<file path="config.mk">
export PLATFORM = sky130hd
export DESIGN_NAME = corewriscv_axi4_routed_bus_flat
export DESIGN_NICKNAME = d
export VERILOG_FILES = /design/src/rtl/corewriscv_axi4_routed_bus_if.sv /design/src/rtl/corewriscv_axi4_routed_bus.sv /design/src/flat_wrapper.sv
export SDC_FILE = /design/constraint.sdc
export NUM_CORES = 1
export LEC_CHECK = 0
export ABC_CLOCK_PERIOD_IN_PS = 8700
export CORE_MARGIN = 10
export CORE_UTILIZATION = 39
export CTS_CLUSTER_DIAMETER = 100
export CTS_CLUSTER_SIZE = 30
export DETAILED_ROUTE_END_ITERATION = 6
export PLACE_DENSITY_LB_ADDON = 0.25
export SLEW_MARGIN = 40
export SYNTH_ARGS = -nofsm -noshare
export SYNTH_HDL_FRONTEND = slang
export SYNTH_SLANG_ARGS = --single-unit
</file>
<file path="constraint.sdc">
create_clock -name clk -period 8.7 [get_ports clk]
set_clock_uncertainty 0.15 [all_clocks]
set_input_delay 1.305 -clock clk [delete_from_list [all_inputs] [get_ports clk]]
set_output_delay 1.305 -clock clk [all_outputs]
set_load 0.05 [all_outputs]
</file>
<file path="src/rtl/corewriscv_axi4_routed_bus_if.sv">
// Bus bundle for the routed bus: N_IN request channels in, one shared
// response bus out with a one-hot per-output valid.
//   master : traffic side (drives in_* and out_ready, sees in_ready and out_*)
//   slave  : router side (the opposite directions)
interface corewriscv_axi4_routed_bus_if #(
  parameter int N_IN      = 4,
  parameter int N_OUT     = 4,
  parameter int DST_W     = 2,
  parameter int PAYLOAD_W = 28
);
  localparam int SRC_W = $clog2(N_IN);

  logic [N_IN-1:0]           in_valid;
  logic [N_IN-1:0]           in_ready;
  logic [N_IN*DST_W-1:0]     in_dst;
  logic [N_IN-1:0]           in_last;
  logic [N_IN*PAYLOAD_W-1:0] in_payload;

  logic [N_OUT-1:0]          out_valid;
  logic [N_OUT-1:0]          out_ready;
  logic [SRC_W-1:0]          out_src;
  logic [DST_W-1:0]          out_dst;
  logic                      out_last;
  logic [PAYLOAD_W-1:0]      out_payload;

  modport master (
    output in_valid, in_dst, in_last, in_payload, out_ready,
    input  in_ready, out_valid, out_src, out_dst, out_last, out_payload
  );

  modport slave (
    input  in_valid, in_dst, in_last, in_payload, out_ready,
    output in_ready, out_valid, out_src, out_dst, out_last, out_payload
  );
endinterface

</file>
<file path="src/rtl/corewriscv_axi4_routed_bus.sv">
// Routed bus: round-robin arbiter with message locking in front of a
// one-entry output slot that drives a shared out_* bus with one-hot valid.
//   clk, reset  : single clock, asynchronous active-low reset
//   bus (slave) : in_valid/in_ready/in_dst/in_last/in_payload per input,
//                 out_valid (one-hot)/out_ready per output, shared
//                 out_src/out_dst/out_last/out_payload
//   chosen      : currently granted input
//   err_bad_dst : one-cycle pulse after a beat with dst >= N_OUT was dropped

// Per-output lane: decodes the slot destination into this output's valid
// and reports whether this output drains the slot.
module corewriscv_axi4_routed_bus_olane #(
  parameter int DST_W = 2,
  parameter int IDX   = 0
) (
  input  logic             full,
  input  logic [DST_W-1:0] dst,
  input  logic             rdy,
  output logic             vld,
  output logic             drn
);
  assign vld = full && (int'(dst) == IDX);
  assign drn = vld && rdy;
endmodule

module corewriscv_axi4_routed_bus #(
  parameter int N_IN      = 4,
  parameter int N_OUT     = 4,
  parameter int DST_W     = 2,
  parameter int PAYLOAD_W = 28
) (
  input  logic                     clk,
  input  logic                     reset,
  corewriscv_axi4_routed_bus_if.slave bus,
  output logic [$clog2(N_IN)-1:0]  chosen,
  output logic                     err_bad_dst
);
  localparam int SRC_W = $clog2(N_IN);

  localparam logic [0:0] ST_IDLE   = 1'b0;
  localparam logic [0:0] ST_LOCKED = 1'b1;

  typedef struct packed {
    logic [SRC_W-1:0]     src;
    logic [DST_W-1:0]     dst;
    logic                 last;
    logic [PAYLOAD_W-1:0] payload;
  } slot_t;

  logic [N_IN-1:0][DST_W-1:0]     dst_v;
  logic [N_IN-1:0][PAYLOAD_W-1:0] pay_v;

  logic [0:0]       lock_st;
  logic [SRC_W-1:0] rr_ptr;
  logic             slot_full;
  slot_t            slot;

  logic [SRC_W-1:0] rr_idx;
  logic [SRC_W-1:0] cand;
  logic             found;
  logic [SRC_W-1:0] g;
  logic             gnt_any;
  logic [N_OUT-1:0] vld_v;
  logic [N_OUT-1:0] drn_v;
  logic             drain;
  logic             rdy_ok;
  logic             accept;
  logic             acc_legal;
  logic             acc_last;

  assign dst_v = bus.in_dst;
  assign pay_v = bus.in_payload;

  // Round-robin search: first valid input strictly after rr_ptr, wrapping.
  // With nothing valid the pointer itself is reported.
  always_comb begin
    rr_idx = rr_ptr;
    cand   = '0;
    found  = 1'b0;
    for (int k = 1; k <= N_IN; k++) begin
      cand = SRC_W'((int'(rr_ptr) + k) % N_IN);
      if (!found && bus.in_valid[cand]) begin
        found  = 1'b1;
        rr_idx = cand;
      end
    end
  end

  // While locked, rr_ptr already holds the locked input: only it can be
  // accepted, and every acceptance rewrites rr_ptr with the granted index.
  assign g       = (lock_st == ST_LOCKED) ? rr_ptr : rr_idx;
  assign gnt_any = (lock_st == ST_LOCKED) || found;

  for (genvar k = 0; k < N_OUT; k++) begin : g_olane
    corewriscv_axi4_routed_bus_olane #(
      .DST_W (DST_W),
      .IDX   (k)
    ) u_olane (
      .full (slot_full),
      .dst  (slot.dst),
      .rdy  (bus.out_ready[k]),
      .vld  (vld_v[k]),
      .drn  (drn_v[k])
    );
  end

  assign drain  = |drn_v;
  assign rdy_ok = reset && gnt_any && (!slot_full || drain);

  always_comb begin
    bus.in_ready = '0;
    for (int i = 0; i < N_IN; i++)
      bus.in_ready[i] = rdy_ok && (g == SRC_W'(i));
  end

  assign accept    = bus.in_valid[g] && rdy_ok;
  assign acc_legal = int'(dst_v[g]) < N_OUT;
  assign acc_last  = bus.in_last[g];

  // chosen reads 0 while reset is held even though rr_ptr resets to N_IN-1.
  assign chosen = reset ? g : '0;

  assign bus.out_valid   = vld_v;
  assign bus.out_src     = slot.src;
  assign bus.out_dst     = slot.dst;
  assign bus.out_last    = slot.last;
  assign bus.out_payload = slot.payload;

  always_ff @(posedge clk or negedge reset) begin
    if (!reset) begin
      slot_full   <= 1'b0;
      slot        <= '0;
      lock_st     <= ST_IDLE;
      rr_ptr      <= SRC_W'(N_IN - 1);
      err_bad_dst <= 1'b0;
    end else begin
      err_bad_dst <= accept && !acc_legal;

      // Load wins over drain so a drain+accept cycle refills with no bubble.
      // An illegal beat is consumed but never reaches the slot.
      if (accept && acc_legal) begin
        slot_full    <= 1'b1;
        slot.src     <= g;
        slot.dst     <= dst_v[g];
        slot.last    <= acc_last;
        slot.payload <= pay_v[g];
      end else if (drain) begin
        slot_full <= 1'b0;
      end

      if (accept) rr_ptr <= g;

      case (lock_st)
        ST_IDLE:   if (accept && !acc_last) lock_st <= ST_LOCKED;
        ST_LOCKED: if (accept && acc_last)  lock_st <= ST_IDLE;
        default:   lock_st <= ST_IDLE;
      endcase
    end
  end
endmodule

</file>
<file path="src/flat_wrapper.sv">
// flat-port wrapper written by rule: the top's interface ports become plain ports
module corewriscv_axi4_routed_bus_flat 
#(
  parameter int N_IN      = 4,
  parameter int N_OUT     = 4,
  parameter int DST_W     = 2,
  parameter int PAYLOAD_W = 28
)
  (clk, reset, chosen, err_bad_dst, bus_in_valid, bus_in_dst, bus_in_last, bus_in_payload, bus_out_ready, bus_in_ready, bus_out_valid, bus_out_src, bus_out_dst, bus_out_last, bus_out_payload);
  corewriscv_axi4_routed_bus_if #(.N_IN(N_IN), .N_OUT(N_OUT), .DST_W(DST_W), .PAYLOAD_W(PAYLOAD_W)) bus_i ();
  input  logic clk;
  input  logic reset;
  output logic [$clog2(N_IN)-1:0] chosen;
  output logic err_bad_dst;
  input wire logic [$bits(bus_i.in_valid)-1:0] bus_in_valid;
  input wire logic [$bits(bus_i.in_dst)-1:0] bus_in_dst;
  input wire logic [$bits(bus_i.in_last)-1:0] bus_in_last;
  input wire logic [$bits(bus_i.in_payload)-1:0] bus_in_payload;
  input wire logic [$bits(bus_i.out_ready)-1:0] bus_out_ready;
  output wire logic [$bits(bus_i.in_ready)-1:0] bus_in_ready;
  output wire logic [$bits(bus_i.out_valid)-1:0] bus_out_valid;
  output wire logic [$bits(bus_i.out_src)-1:0] bus_out_src;
  output wire logic [$bits(bus_i.out_dst)-1:0] bus_out_dst;
  output wire logic [$bits(bus_i.out_last)-1:0] bus_out_last;
  output wire logic [$bits(bus_i.out_payload)-1:0] bus_out_payload;
  assign bus_i.in_valid = bus_in_valid;
  assign bus_i.in_dst = bus_in_dst;
  assign bus_i.in_last = bus_in_last;
  assign bus_i.in_payload = bus_in_payload;
  assign bus_i.out_ready = bus_out_ready;
  assign bus_in_ready = bus_i.in_ready;
  assign bus_out_valid = bus_i.out_valid;
  assign bus_out_src = bus_i.out_src;
  assign bus_out_dst = bus_i.out_dst;
  assign bus_out_last = bus_i.out_last;
  assign bus_out_payload = bus_i.out_payload;
  corewriscv_axi4_routed_bus #(.N_IN(N_IN), .N_OUT(N_OUT), .DST_W(DST_W), .PAYLOAD_W(PAYLOAD_W)) u_core (.clk(clk), .reset(reset), .bus(bus_i), .chosen(chosen), .err_bad_dst(err_bad_dst));
endmodule
</file>
# Word level (Yosys, flattened, before mapping)
# Cells that the tools add are included.
[op_classes]
eq_ne = 6
n_addsub = 4
n_reduce_logical = 31
n_bitwise = 1
magnitude_cmp = 5
mux = 31
[ops]
columns = ["operator", "count"]
rows = [
  ["binary-select mux 28 bit (select 2 bit)", 1],
  ["two-way mux 28 bit", 1],
  ["logical AND 1 bit", 20],
  ["< comparator 2 x 3 -> 1 bit, second input constant", 5],
  ["two-way mux 1 bit", 14],
  ["two-way mux 2 bit", 7],
  ["binary-select mux 1 bit (select 2 bit)", 6],
  ["equality test 2 bit, second input constant", 4],
  ["logical NOT 1 bit", 5],
  ["adder 2 x 1 -> 2 bit, second input constant", 2],
  ["adder 2 bit, second input constant", 2],
  ["binary-select mux 2 bit (select 2 bit)", 1],
  ["equality test 2 x 1 -> 1 bit, second input constant", 2],
  ["logical NOT 2 bit", 2],
  ["OR reduction 4 bit", 1],
  ["logical OR 1 bit", 2],
  ["one-hot mux 1 bit (2 select lines)", 1],
  ["nonzero test 2 bit", 1],
  ["inverter 1 bit", 1],
]
[totals]
output_inout_bits = 44
ff_bits = 37
elab_cells = 85
input_bits = 134

# Logic depth before layout (Yosys ltp)
# Gate-level depths: netlist (run 1).
[depth]
word_depth = 20
mapped_depth = 9

# Modules after synthesis
# A second synthesis (run 1) with hierarchy kept.
[hier_totals]
hier_cells = 248
area_unflattened_um2 = 2837.7
[by_module_without_submodules]
columns = ["mod", "area_each_um2", "n_inst", "cells_each"]
rows = [
  ["corewriscv_axi4_routed_bus", 2761.4, 1, 240],
  ["corewriscv_axi4_routed_bus_olane at u_core.g_olane[0].u_olane ...", 20.0, 3, 2],
  ["corewriscv_axi4_routed_bus_olane at u_core.g_olane[3].u_olane", 16.3, 1, 2],
]

# Worst setup path after synthesis (run 1)
# No wires, ideal clock.
[synth_path]
kind = "input -> output"
from = "input bus_in_valid[1]"
to = "output bus_in_ready[0]"
slack_ns = 3.646
arrival_time_ns = 3.599
path_stages = 8
path_buffers = 3
required_time_ns = 7.245
path_cell_list = "buf_2 and3b_1 o211ai_1 a21oi_2 o32ai_4 buf_2 clkbuf_1 nor2b_1"
[synth_between]
elab_chain_len = 16
word_cells_on_any_way = 28
classes_between = "17 x mux; 11 x reduce/logical"
[synth_lines]
columns = ["element", "line", "source"]
rows = [
  ["start: declaration", "flat_wrapper.sv:15", "input wire logic [$bits(bus_i.in_valid)-1:0] bus_in_valid;"],
  ["binary-select mux 1 bit (select 2 bit)", "corewriscv_axi4_routed_bus.sv:82", "if (!found && bus.in_valid[cand]) begin"],
  ["two-way mux 1 bit (not written as such)", "corewriscv_axi4_routed_bus.sv:82", ""],
  ["two-way mux 1 bit", "corewriscv_axi4_routed_bus.sv:82", ""],
  ["logical NOT 1 bit", "corewriscv_axi4_routed_bus.sv:82", ""],
  ["logical AND 1 bit", "corewriscv_axi4_routed_bus.sv:82", ""],
  ["two-way mux 1 bit", "corewriscv_axi4_routed_bus.sv:82", ""],
  ["logical NOT 1 bit", "corewriscv_axi4_routed_bus.sv:82", ""],
  ["logical AND 1 bit", "corewriscv_axi4_routed_bus.sv:82", ""],
  ["two-way mux 1 bit", "corewriscv_axi4_routed_bus.sv:82", ""],
  ["logical NOT 1 bit", "corewriscv_axi4_routed_bus.sv:82", ""],
  ["logical AND 1 bit", "corewriscv_axi4_routed_bus.sv:82", ""],
  ["two-way mux 1 bit", "corewriscv_axi4_routed_bus.sv:82", ""],
  ["logical OR 1 bit", "corewriscv_axi4_routed_bus.sv:92", "assign gnt_any = (lock_st == ST_LOCKED) || found;"],
  ["logical AND 1 bit (2 in series)", "corewriscv_axi4_routed_bus.sv:108", "assign rdy_ok = reset && gnt_any && (!slot_full || drain);"],
  ["logical AND 1 bit *", "corewriscv_axi4_routed_bus.sv:113", "bus.in_ready[i] = rdy_ok && (g == SRC_W'(i));"],
  ["end: declaration", "flat_wrapper.sv:20", "output wire logic [$bits(bus_i.in_ready)-1:0] bus_in_ready;"],
]
# Mark *: on every way between the ends. The rest lies on a longest branch, timed or not. The select of a mux whose other input is x is not followed.

# Worst setup path after layout (run 1)
[layout_path]
from = "input bus_in_valid[3]"
to = "output bus_in_ready[1]"
[layout_between]
elab_chain_len = 16
word_cells_on_any_way = 28
classes_between = "1 x eq/ne; 17 x mux; 10 x reduce/logical"
[layout_lines]
columns = ["element", "line"]
rows = [
  ["branches (longest 15 deep; another with binary-select mux 1 bit (select 2 bit))", "n/a"],
  ["logical AND 1 bit *", "corewriscv_axi4_routed_bus.sv:113"],
]
# Every way passes the cells marked *. The select of a mux whose other input is x is not followed.

==> run_results.csv, run 1 <==
group,metric,value,unit
synthesis,syn-cell-area,2660,sq um
grt,antenna_found_initial,0,
setup_path,critical_path_required,7.24,ns
routing,ant_nets,0,
setup_path,cp-end-kind,"output pin",
routing,first_pass_iters,4,
final_layout,final_common_cell,"clkdlybuf4s50_1",
timing,max_slew.worst_pin.slew,0.766,ns
grt,grt_max_degree,41,
synthesis,synth_cells,186,
synthesis,ys_types,40,
clock_tree,clock_latency,0.28,ns
timing,clock.fmax,174,MHz
min_path,worstHoldStart,"u_core.bus.out_payload[5]",
pwr,p_clk_frac,0.069,
place,hpwl,7410,um
setup_path,critPathMaxStageDelay,0.81,ns
timing,min_period,5.76,ns
synthesis,syn_area_per_cell,14.3,sq um
final_layout,area_growth,69.3,%
timing,hold_violations,0,
routing,drt_iter0_markers,121,
pwr,p_leak,0.00175,uW
synthesis,synth_top_family_by_area,"multiplexers",
synthesis,synth_fa_ha_area_frac,0,
routing,drc_errors,0,
setup_path,arrival,4.31,ns
clock_tree,clockRootBuffer,"clkbuf_8",
final_layout,layout-drive-gt1-share,0.217,
synthesis,synth_seq_cells,37,
grt,grt_remaining_overflow,0,
place,place_congestion,0.836,
setup_path,cpLargestDelayFamily,"buffers and inverters",
timing,setup_violations,0,
setup_path,crit_start,"bus_in_valid[3]",
timing,holdWs,0.334,ns
routing,viasPerCell,5.33,
setup_path,worstReg2RegEnd,"u_core.bus.out_payload[25]",
synthesis,ys_warn_count,0,
status,status,"completed",
setup_path,start_kind,"primary input",
grt,grt_pass1_vias,2508,
synthesis,synth_compound_area_frac,0.0799,
pwr,power_density,374,nW/um^2
die,dieArea,10500,sq um
setup_path,reg2reg_slack,4.77,ns
setup_path,crit_buf_inv,2,
setup_path,slowest_stage,"clkdlybuf4s50_1",
timing,tns,0,ns
clock_tree,clkSlewWorstSetupHoldPaths,0.07,ns
pwr,max-vdd-ir-drop,0.000204,V
clock_tree,clockBufferDepth,2,
clock_tree,cts_buffers,5,
clock_tree,clock_sinks,37,
place,port_buffers,176,
timing,slew-limit-headroom,0.489,
pwr,p_seq_frac,0.199,
final_layout,fillers,553,
die,fp.dieH,103,um
synthesis,synth-xor-area-share,0,
synthesis,seq_area_frac_synth,0.349,
grt,track_usage,0.166,
final_layout,nNetsFinal,488,
pwr,combPwrFrac,0.733,
routing,vias,2320,
setup_path,crit_type,"in2out",
routing,wl,9090,um
die,die_x,103,um
final_layout,mostFrequentLayoutCells,"clkdlybuf4s50_1 (175), dfrtp_1 (35), mux4_2 (28)",
setup_path,crit_top_cell,"clkdlybuf4s50_1",
die,core_area,6720,sq um
synthesis,yosys.area_share.simple,0.0602,
setup_path,cp_num_cells,7,
grt,grt_pass1_wl,13400,um
run,maxCapViolations,0,
setup_path,path_cells,"clkdlybuf4s50_1 > and3b_1 > o211ai_1 > a21oi_2 > o32ai_4 > and3_1 > clkdlybuf4s50_1",
timing,drv_slew,0,
clock_tree,hold_buffers,0,
clock_tree,cts_resized,0,
clock_tree,cts_setup_buffers,0,
pwr,net-switching-power,789,uW
timing,rsz0062_at_grt,"no",
setup_path,reg2reg_depth,8,
routing,wl_per_cell,20.9,um
pwr,intPower,896,uW
die,rows,30,
min_path,hold_class,"reg2reg",
die,initial_core_util,0.396,
final_layout,insertedDiodeCount,0,
synthesis,synthMuxAreaShare,0.450,
die,io_pins,178,
setup_path,endpoint,"bus_in_ready[1]",
pwr,switching_share,0.468,
timing,post-route-period-util,0.662,
clock_tree,htree_levels,2,
setup_path,crit-reg2reg-launch,"u_core.rr_ptr[0]",
setup_path,crit_fanout,17,
clock_tree,cts_tree,"yes",
synthesis,syn_nets,320,
## cell type report
class | instances | area [sq um] | share of cell area
repair buffers | 181 | 1790 | 0.398
multi-input cells | 121 | 1580 | 0.349
flip-flops and latches | 37 | 928 | 0.206
well taps | 80 | 100 | 0.0222
clock buffers | 8 | 80.1 | 0.0178
inverters | 8 | 30.0 | 0.00666
## routing by layer
layer  wire length, um  vias up  GRT usage
met2              4740      109      0.289
li1                  -     1057          -
met4               106        0     0.0445
met1              3170     1145      0.176
met3              1080        9     0.0751
met5                 0        -          0
## power by group through the flow
| stage | combinational (uW) | sequential, uW | clock [uW] |
|---|---|---|---|
| 6_report | 1230 | 334 | 116 |
| 3_5_place_dp | 1250 | 339 | 0 |
| 5_1_grt | 1300 | 350 | 130 |
| 2_1_floorplan | 641 | 596 | 0 |
| 3_3_place_gp | 1240 | 334 | 0 |
| 4_1_cts | 1250 | 335 | 122 |
## how the worst min path moves through the flow
| stage | endpoint | cells after the start |
|---|---|---|
| floorplan | flop | 1 |
| global placement | u_core.bus.out_payload[14] | 1 |
| detailed placement | u_core.bus.out_payload[5] | 1 |
| CTS | u_core.bus.out_payload[5] | 1 |
| global route | u_core.bus.out_payload[14] | 1 |
| finish | u_core.bus.out_payload[5] | 1 |
## through the flow
step	std cells	worst slack (ns)	cell area (sq um)	power [uW]	util
finish	435	2.94	4510	1680	0.671
floorplan	186	3.65	2660	1240	-
CTS	435	2.93	4510	1710	0.671
global route	435	2.73	4510	1780	0.671
global placement	426	2.61	4420	1570	0.658
detailed placement	427	2.94	4430	1590	0.659
## state kept, by name, summed over array words and instances, names as in the netlist, named ones only
signal,cells
u_core.bus.out_dst,2
u_core.rr_ptr,2
u_core.bus.out_src,2
u_core.slot_full,1
u_core.bus.out_payload,28
u_core.bus.out_last,1
## synth_stat cells (all sizes together)
cell type / number / area, sq um
nand2: 4 / 15.0
o31ai: 2 / 42.5
a21oi: 5 / 28.8
a21o: 1 / 7.51
mux2: 32 / 383
o32ai: 1 / 27.5
and3: 3 / 18.8
a22oi: 1 / 7.51
o22ai: 1 / 20.0
a32o: 1 / 10.0
and3b: 2 / 17.5
buf: 16 / 114
nor3: 1 / 10.0
o311a: 2 / 20.0
nor3b: 2 / 15.0
clkbuf: 4 / 15.0
o211ai: 1 / 7.51
nor2b: 2 / 12.5
a31o: 1 / 8.76
nor2: 8 / 30.0
conb: 1 / 3.75
or2b: 1 / 11.3
nand3: 1 / 5.00
a31oi: 1 / 6.26
o22a: 2 / 17.5
mux2i: 8 / 80.1
inv: 8 / 30.0
dfstp: 2 / 52.6
nand2b: 3 / 18.8
dfrtp: 35 / 876
and2: 1 / 6.26
a211o: 1 / 8.76
mux4: 32 / 736
## logic make-up after synthesis
family                 Yosys count
AOI/OAI and AO/OA               20
buffers and inverters           28
muxes                           72
other                            1
DFF                             37
and+or+nand+nor                 28
(Power assumes the default switching activity.)
==> inputs of run 2 (changes only) <==
ABC_CLOCK_PERIOD_IN_PS = 5500   (was 8700)
CORE_UTILIZATION = 36   (was 39)
clock period = 5.5 ns   (was 8.7 ns; I/O delays follow)
==> run 2 against run 1 <==
Effect of this change:
- combinational power is 59% higher
- total power is 59% higher
- sequential share of layout area is 0.20 points lower
- largest power group unchanged
- sequential power is 59% higher
- critical path type unchanged
- non-clock buffer count is 1 higher
- via count is 0.99% lower
- wire length is 1.0% lower
- largest cell class unchanged
- flip-flop and latch count stayed put
==> run_results.csv, run 2 (synthesis gave the netlist of run 1 again) <==
group,metric,value,unit
grt,gr-usage-met1,0.176,
pwr,p_total,2680,uW
clock_tree,cts_tree,"yes",
final_layout,insertedDiodeCount,0,
setup_path,crit_top_cell,"clkdlybuf4s50_1",
final_layout,nNetsFinal,489,
routing,wl_per_cell,19.8,um
die,io_pins,178,
place,post-place-ws,0.722,ns
min_path,hold_depth,1,
setup_path,crit_buf_inv,3,
min_path,hold_end,"u_core.bus.out_payload[14]",
min_path,hold_class,"reg2reg",
timing,min_period,4.77,ns
die,die_x,106,um
min_path,worstHoldStart,"u_core.bus.out_payload[14]",
pwr,p_leak,0.00176,uW
routing,first_pass_iters,4,
final_layout,final_area,4550,sq um
timing,hold_violations,0,
timing,setup_violations,0,
final_layout,fillers,590,
die,initial_core_util,0.369,
setup_path,start_kind,"primary input",
timing,tns,0,ns
final_layout,area_growth,71.0,%
routing,viasPerCell,5.05,
routing,drt_iter0_markers,61,
final_layout,largest_reg_flops,28,
routing,ant_nets,0,
clock_tree,clock_latency,0.28,ns
final_layout,final_common_cell,"clkdlybuf4s50_1",
setup_path,path_cells,"clkdlybuf4s50_1 > nor3_2 > a31o_2 > a211o_1 > o31ai_4 > buf_4 > and2_1 > clkdlybuf4s50_1",
routing,drc_errors,0,
grt,grt_remaining_overflow,0,
grt,grt_max_degree,40,
pwr,max-vdd-ir-drop,0.000272,V
routing,wl,9000,um
grt,grt_pass1_wl,13700,um
grt,track_usage,0.153,
grt,top_usage_layer,"met2",
run,maxCapViolations,0,
die,fp.dieH,106,um
timing,rsz0062_at_grt,"no",
timing,post-route-period-util,0.867,
timing,max_slew.worst_pin.slew,0.545,ns
clock_tree,cts_resized,0,
die,rows,31,
clock_tree,cts_buffers,5,
place,dpl_cell_area,4460,sq um
grt,grtUsageMet2,0.265,
setup_path,critical_path_required,4.53,ns
clock_tree,clockRootBuffer,"clkbuf_8",
grt,grt_pass1_vias,2495,
setup_path,arrival,3.79,ns
place,place_congestion,0.773,
routing,vias,2297,
grt,globalRouteMet3Util,0.0574,
setup_path,critPathMaxStageDelay,0.80,ns
timing,timing.final.ws_setup,0.731,ns
status,status,"completed",
clock_tree,clkSlewWorstSetupHoldPaths,0.06,ns
grt,antenna_found_initial,0,
final_layout,instances_no_fill,455,
setup_path,crit_fanout,17,
timing,drv_slew,0,
timing,slew-limit-headroom,0.635,
setup_path,crit-reg2reg-launch,"u_core.rr_ptr[0]",
die,dieArea,11200,sq um
place,port_buffers,176,
clock_tree,clockBufferDepth,2,
final_layout,layout-drive-gt1-share,0.225,
setup_path,cpLargestDelayFamily,"buffers and inverters",
setup_path,cp-end-kind,"output pin",
die,core_area,7210,sq um
place,post-place-cells,447,
clock_tree,cts_setup_buffers,0,
clock_tree,htree_levels,2,
setup_path,reg2reg_depth,8,
setup_path,reg2reg_slack,2.15,ns
place,hpwl,7590,um
pwr,power_density,590,nW/um^2
setup_path,slowest_stage,"clkdlybuf4s50_1",
clock_tree,clock_sinks,37,
final_layout,mostFrequentLayoutCells,"clkdlybuf4s50_1 (175), dfrtp_1 (35), mux4_2 (28)",
setup_path,crit_type,"in2out",
clock_tree,hold_buffers,0,
timing,clock.fmax,210,MHz
setup_path,worstReg2RegEnd,"u_core.bus.out_dst[1]",
run 2: how the worst max path moves through the flow:
| stage | to | cells after the start | slack [ns] | start |
|---|---|---|---|---|
| after global placement | chosen[0] | 8 | 0.75 | bus_in_valid[3] |
| after floorplan | bus_in_ready[0] | 8 | 1.41 | bus_in_valid[1] |
| after detailed placement | chosen[0] | 8 | 0.72 | bus_in_valid[3] |
| after global routing | chosen[0] | 8 | 0.53 | bus_in_valid[1] |
| final | chosen[0] | 8 | 0.73 | bus_in_valid[3] |
| after CTS | chosen[0] | 8 | 0.72 | bus_in_valid[3] |
run 2: area by class of cell:
class | count | area, sq um | share of cell area
clock inverter | 1 | 7.51 | 0.00165
timing repair buffer | 182 | 1800 | 0.396
multi-input combinational | 121 | 1580 | 0.346
sequential | 37 | 928 | 0.204
tap | 99 | 124 | 0.0272
inverter | 8 | 30.0 | 0.00660
clock buffer | 7 | 86.3 | 0.0190
run 2: worst reg2reg max path, delay by kind of cell, from the launching register on:
family	cells	cell delay, ns
compound gates	3	0.80
buf+inv	2	0.77
flops	1	0.72
mux	2	0.64
simple gates	1	0.14
run 2: per-stage QoR:
step	hold WS (ns)	utilization
after floorplan	0.356	-
after global placement	0.318	0.618
after detailed placement	0.327	0.618
after CTS	0.342	0.631
after global routing	0.369	0.631
final	0.335	0.631
run 2: per-layer routing:
metal  up-vias  part of all wire
li1       1063                 -
met5         -                 0
met2       113              0.51
met4         0             0.012
met3         7             0.085
met1      1114              0.39
run 2: report_power, final:
group          switching (uW)  total [uW]  internal (uW)
Clock                    94.4         196            102
Sequential                108         532            424
Combinational            1050        1960            907
==> inputs of run 3 (changes only) <==
CORE_UTILIZATION = 25   (was 36)
==> run 3 against run 2 <==
Effect of this change:
- maximum frequency rose by 2.1%
- cell count rose by 7.9%
- total power is 0.20% higher
- setup slack better by 0.099 ns
- global-route usage fell by 3.1 points
- utilization is 19 points lower
- highest routed layer unchanged
==> run_results.csv, run 3 (synthesis gave the netlist of run 1 again) <==
group,metric,value,unit
final_layout,largest_reg_flops,28,
pwr,power_density,586,nW/um^2
timing,setup_violations,0,
clock_tree,cts_tree,"yes",
routing,first_pass_iters,4,
final_layout,insertedDiodeCount,0,
setup_path,critical_path_required,4.53,ns
final_layout,layout-drive-gt1-share,0.234,
grt,grt_remaining_overflow,0,
run,maxCapViolations,0,
routing,drc_errors,0,
timing,clock.fmax,214,MHz
routing,viasPerCell,4.64,
setup_path,crit_buf_inv,3,
min_path,hold_class,"reg2reg",
setup_path,cp-end-kind,"output pin",
die,fp.dieH,123,um
die,rows,37,
routing,ant_nets,0,
final_layout,area_growth,72.5,%
die,die_x,123,um
routing,wl,9570,um
pwr,p_clk_frac,0.081,
pwr,p_leak,0.00177,uW
timing,drv_slew,0,
setup_path,crit_top_cell,"clkdlybuf4s50_1",
pwr,net-switching-power,1250,uW
die,dieArea,15200,sq um
setup_path,crit_fanout,28,
pwr,switching_share,0.467,
die,io_pins,178,
setup_path,cpLargestDelayFamily,"buffers and inverters",
grt,grt_max_degree,40,
final_layout,final_common_cell,"clkdlybuf4s50_1",
timing,post-route-period-util,0.849,
clock_tree,clockBufferDepth,2,
clock_tree,cts_buffers,5,
routing,vias,2276,
final_layout,nNetsFinal,488,
place,place_congestion,0.797,
die,core_area,10400,sq um
setup_path,path_cells,"clkdlybuf4s50_1 > and3b_1 > o211ai_1 > a21oi_2 > o32ai_4 > buf_4 > nor2b_1 > clkdlybuf4s50_1",
pwr,max-vdd-ir-drop,0.000259,V
timing,min_period,4.67,ns
clock_tree,clockRootBuffer,"clkbuf_8",
setup_path,slowest_stage,"clkdlybuf4s50_1",
final_layout,fin_util,0.443,
setup_path,crit_type,"in2out",
routing,wl_per_cell,19.5,um
grt,grt_pass1_vias,2570,
grt,antenna_found_initial,0,
status,status,"completed",
pwr,combPwrFrac,0.722,
place,hpwl,7520,um
pwr,intPower,1440,uW
setup_path,start_kind,"primary input",
timing,rsz0062_at_grt,"no",
clock_tree,clock_sinks,37,
timing,slew-limit-headroom,0.582,
clock_tree,hold_buffers,0,
clock_tree,cts_setup_buffers,0,
die,initial_core_util,0.257,
timing,max_slew.worst_pin.slew,0.627,ns
routing,drt_iter0_markers,66,
timing,tns,0,ns
timing,hold_violations,0,
place,port_buffers,176,
timing,holdWs,0.341,ns
grt,grt_pass1_wl,14500,um
final_layout,mostFrequentLayoutCells,"clkdlybuf4s50_1 (172), dfrtp_1 (35), mux4_2 (28)",
pwr,p_seq_frac,0.197,
grt,track_usage,0.122,
clock_tree,htree_levels,2,
setup_path,arrival,3.70,ns
clock_tree,cts_resized,0,
clock_tree,clkSlewWorstSetupHoldPaths,0.07,ns
setup_path,critPathMaxStageDelay,0.81,ns
clock_tree,clock_latency,0.29,ns
-- run 3: cell count changes in the layout (fill, tap and decap cells not counted) --
cell,delta
clkdlybuf4s50_1,-3
buf_4,+2
clkbuf_1,-1
clkbuf_8,+1
clkinv_2,+1
clkinvlp_4,-1
-- run 3: worst reg2reg max path: cells and delay by family (launching register included) --
family                 cells  cell delay [ns]
AND/OR/NAND/NOR            2             0.40
flip-flops                 1             0.71
buffers and inverters      2             1.02
AO/OA/AOI/OAI              4             0.91
multiplexers               1             0.44
-- run 3: path summary, 6_finish.rpt --
check / from / cells past startpoint / slack [ns] / end
min: u_core.bus.out_payload[5] / 1 / 0.34 / u_core.bus.out_payload[5]
max in group asynchronous: reset / 2 / 4.36 / u_core.rr_ptr[1]
max reg2reg: u_core.rr_ptr[0] / 9 / 1.74 / u_core.bus.out_payload[7]
min reg2reg: u_core.bus.out_payload[5] / 1 / 0.34 / u_core.bus.out_payload[5]
min in group asynchronous: reset / 2 / 0.45 / u_core.bus.out_payload[14]
max: bus_in_valid[3] / 8 / 0.83 / bus_in_ready[0]
-- run 3: final cells by class --
type	count	area (sq um)
fillers	975	5780
repair buffers	181	1790
multi-input cells	121	1580
flip-flops and latches	37	928
well taps	136	170
clock buffers	7	96.3
inverters	8	30.0
clock inverters	1	5.00
-- run 3: stage by stage --
step / power (uW) / instance area, sq um / std cells / worst slack [ns]
global route: 2860 / 4590 / 491 / 0.631
detailed placement: 2510 / 4490 / 483 / 0.790
CTS: 2750 / 4590 / 491 / 0.796
global placement: 2490 / 4490 / 483 / 0.847
finish: 2690 / 4590 / 491 / 0.830
floorplan: 1960 / 2660 / 186 / 1.41
-- run 3: layer usage --
| layer | vias to the layer above | track usage | share of wire |
|---|---|---|---|
| met4 | 0 | 0.0284 | 0.0070 |
| met1 | 1085 | 0.150 | 0.43 |
| li1 | 1059 | - | - |
| met3 | 8 | 0.0529 | 0.099 |
| met2 | 124 | 0.193 | 0.47 |
| met5 | - | 0 | 0 |
-- run 3: power by group through the flow --
stage	registers [uW]	clock network, uW	logic [uW]
finish	531	217	1940
global route	553	238	2070
CTS	532	228	1990
detailed placement	534	0	1980
global placement	529	0	1960
floorplan	942	0	1010
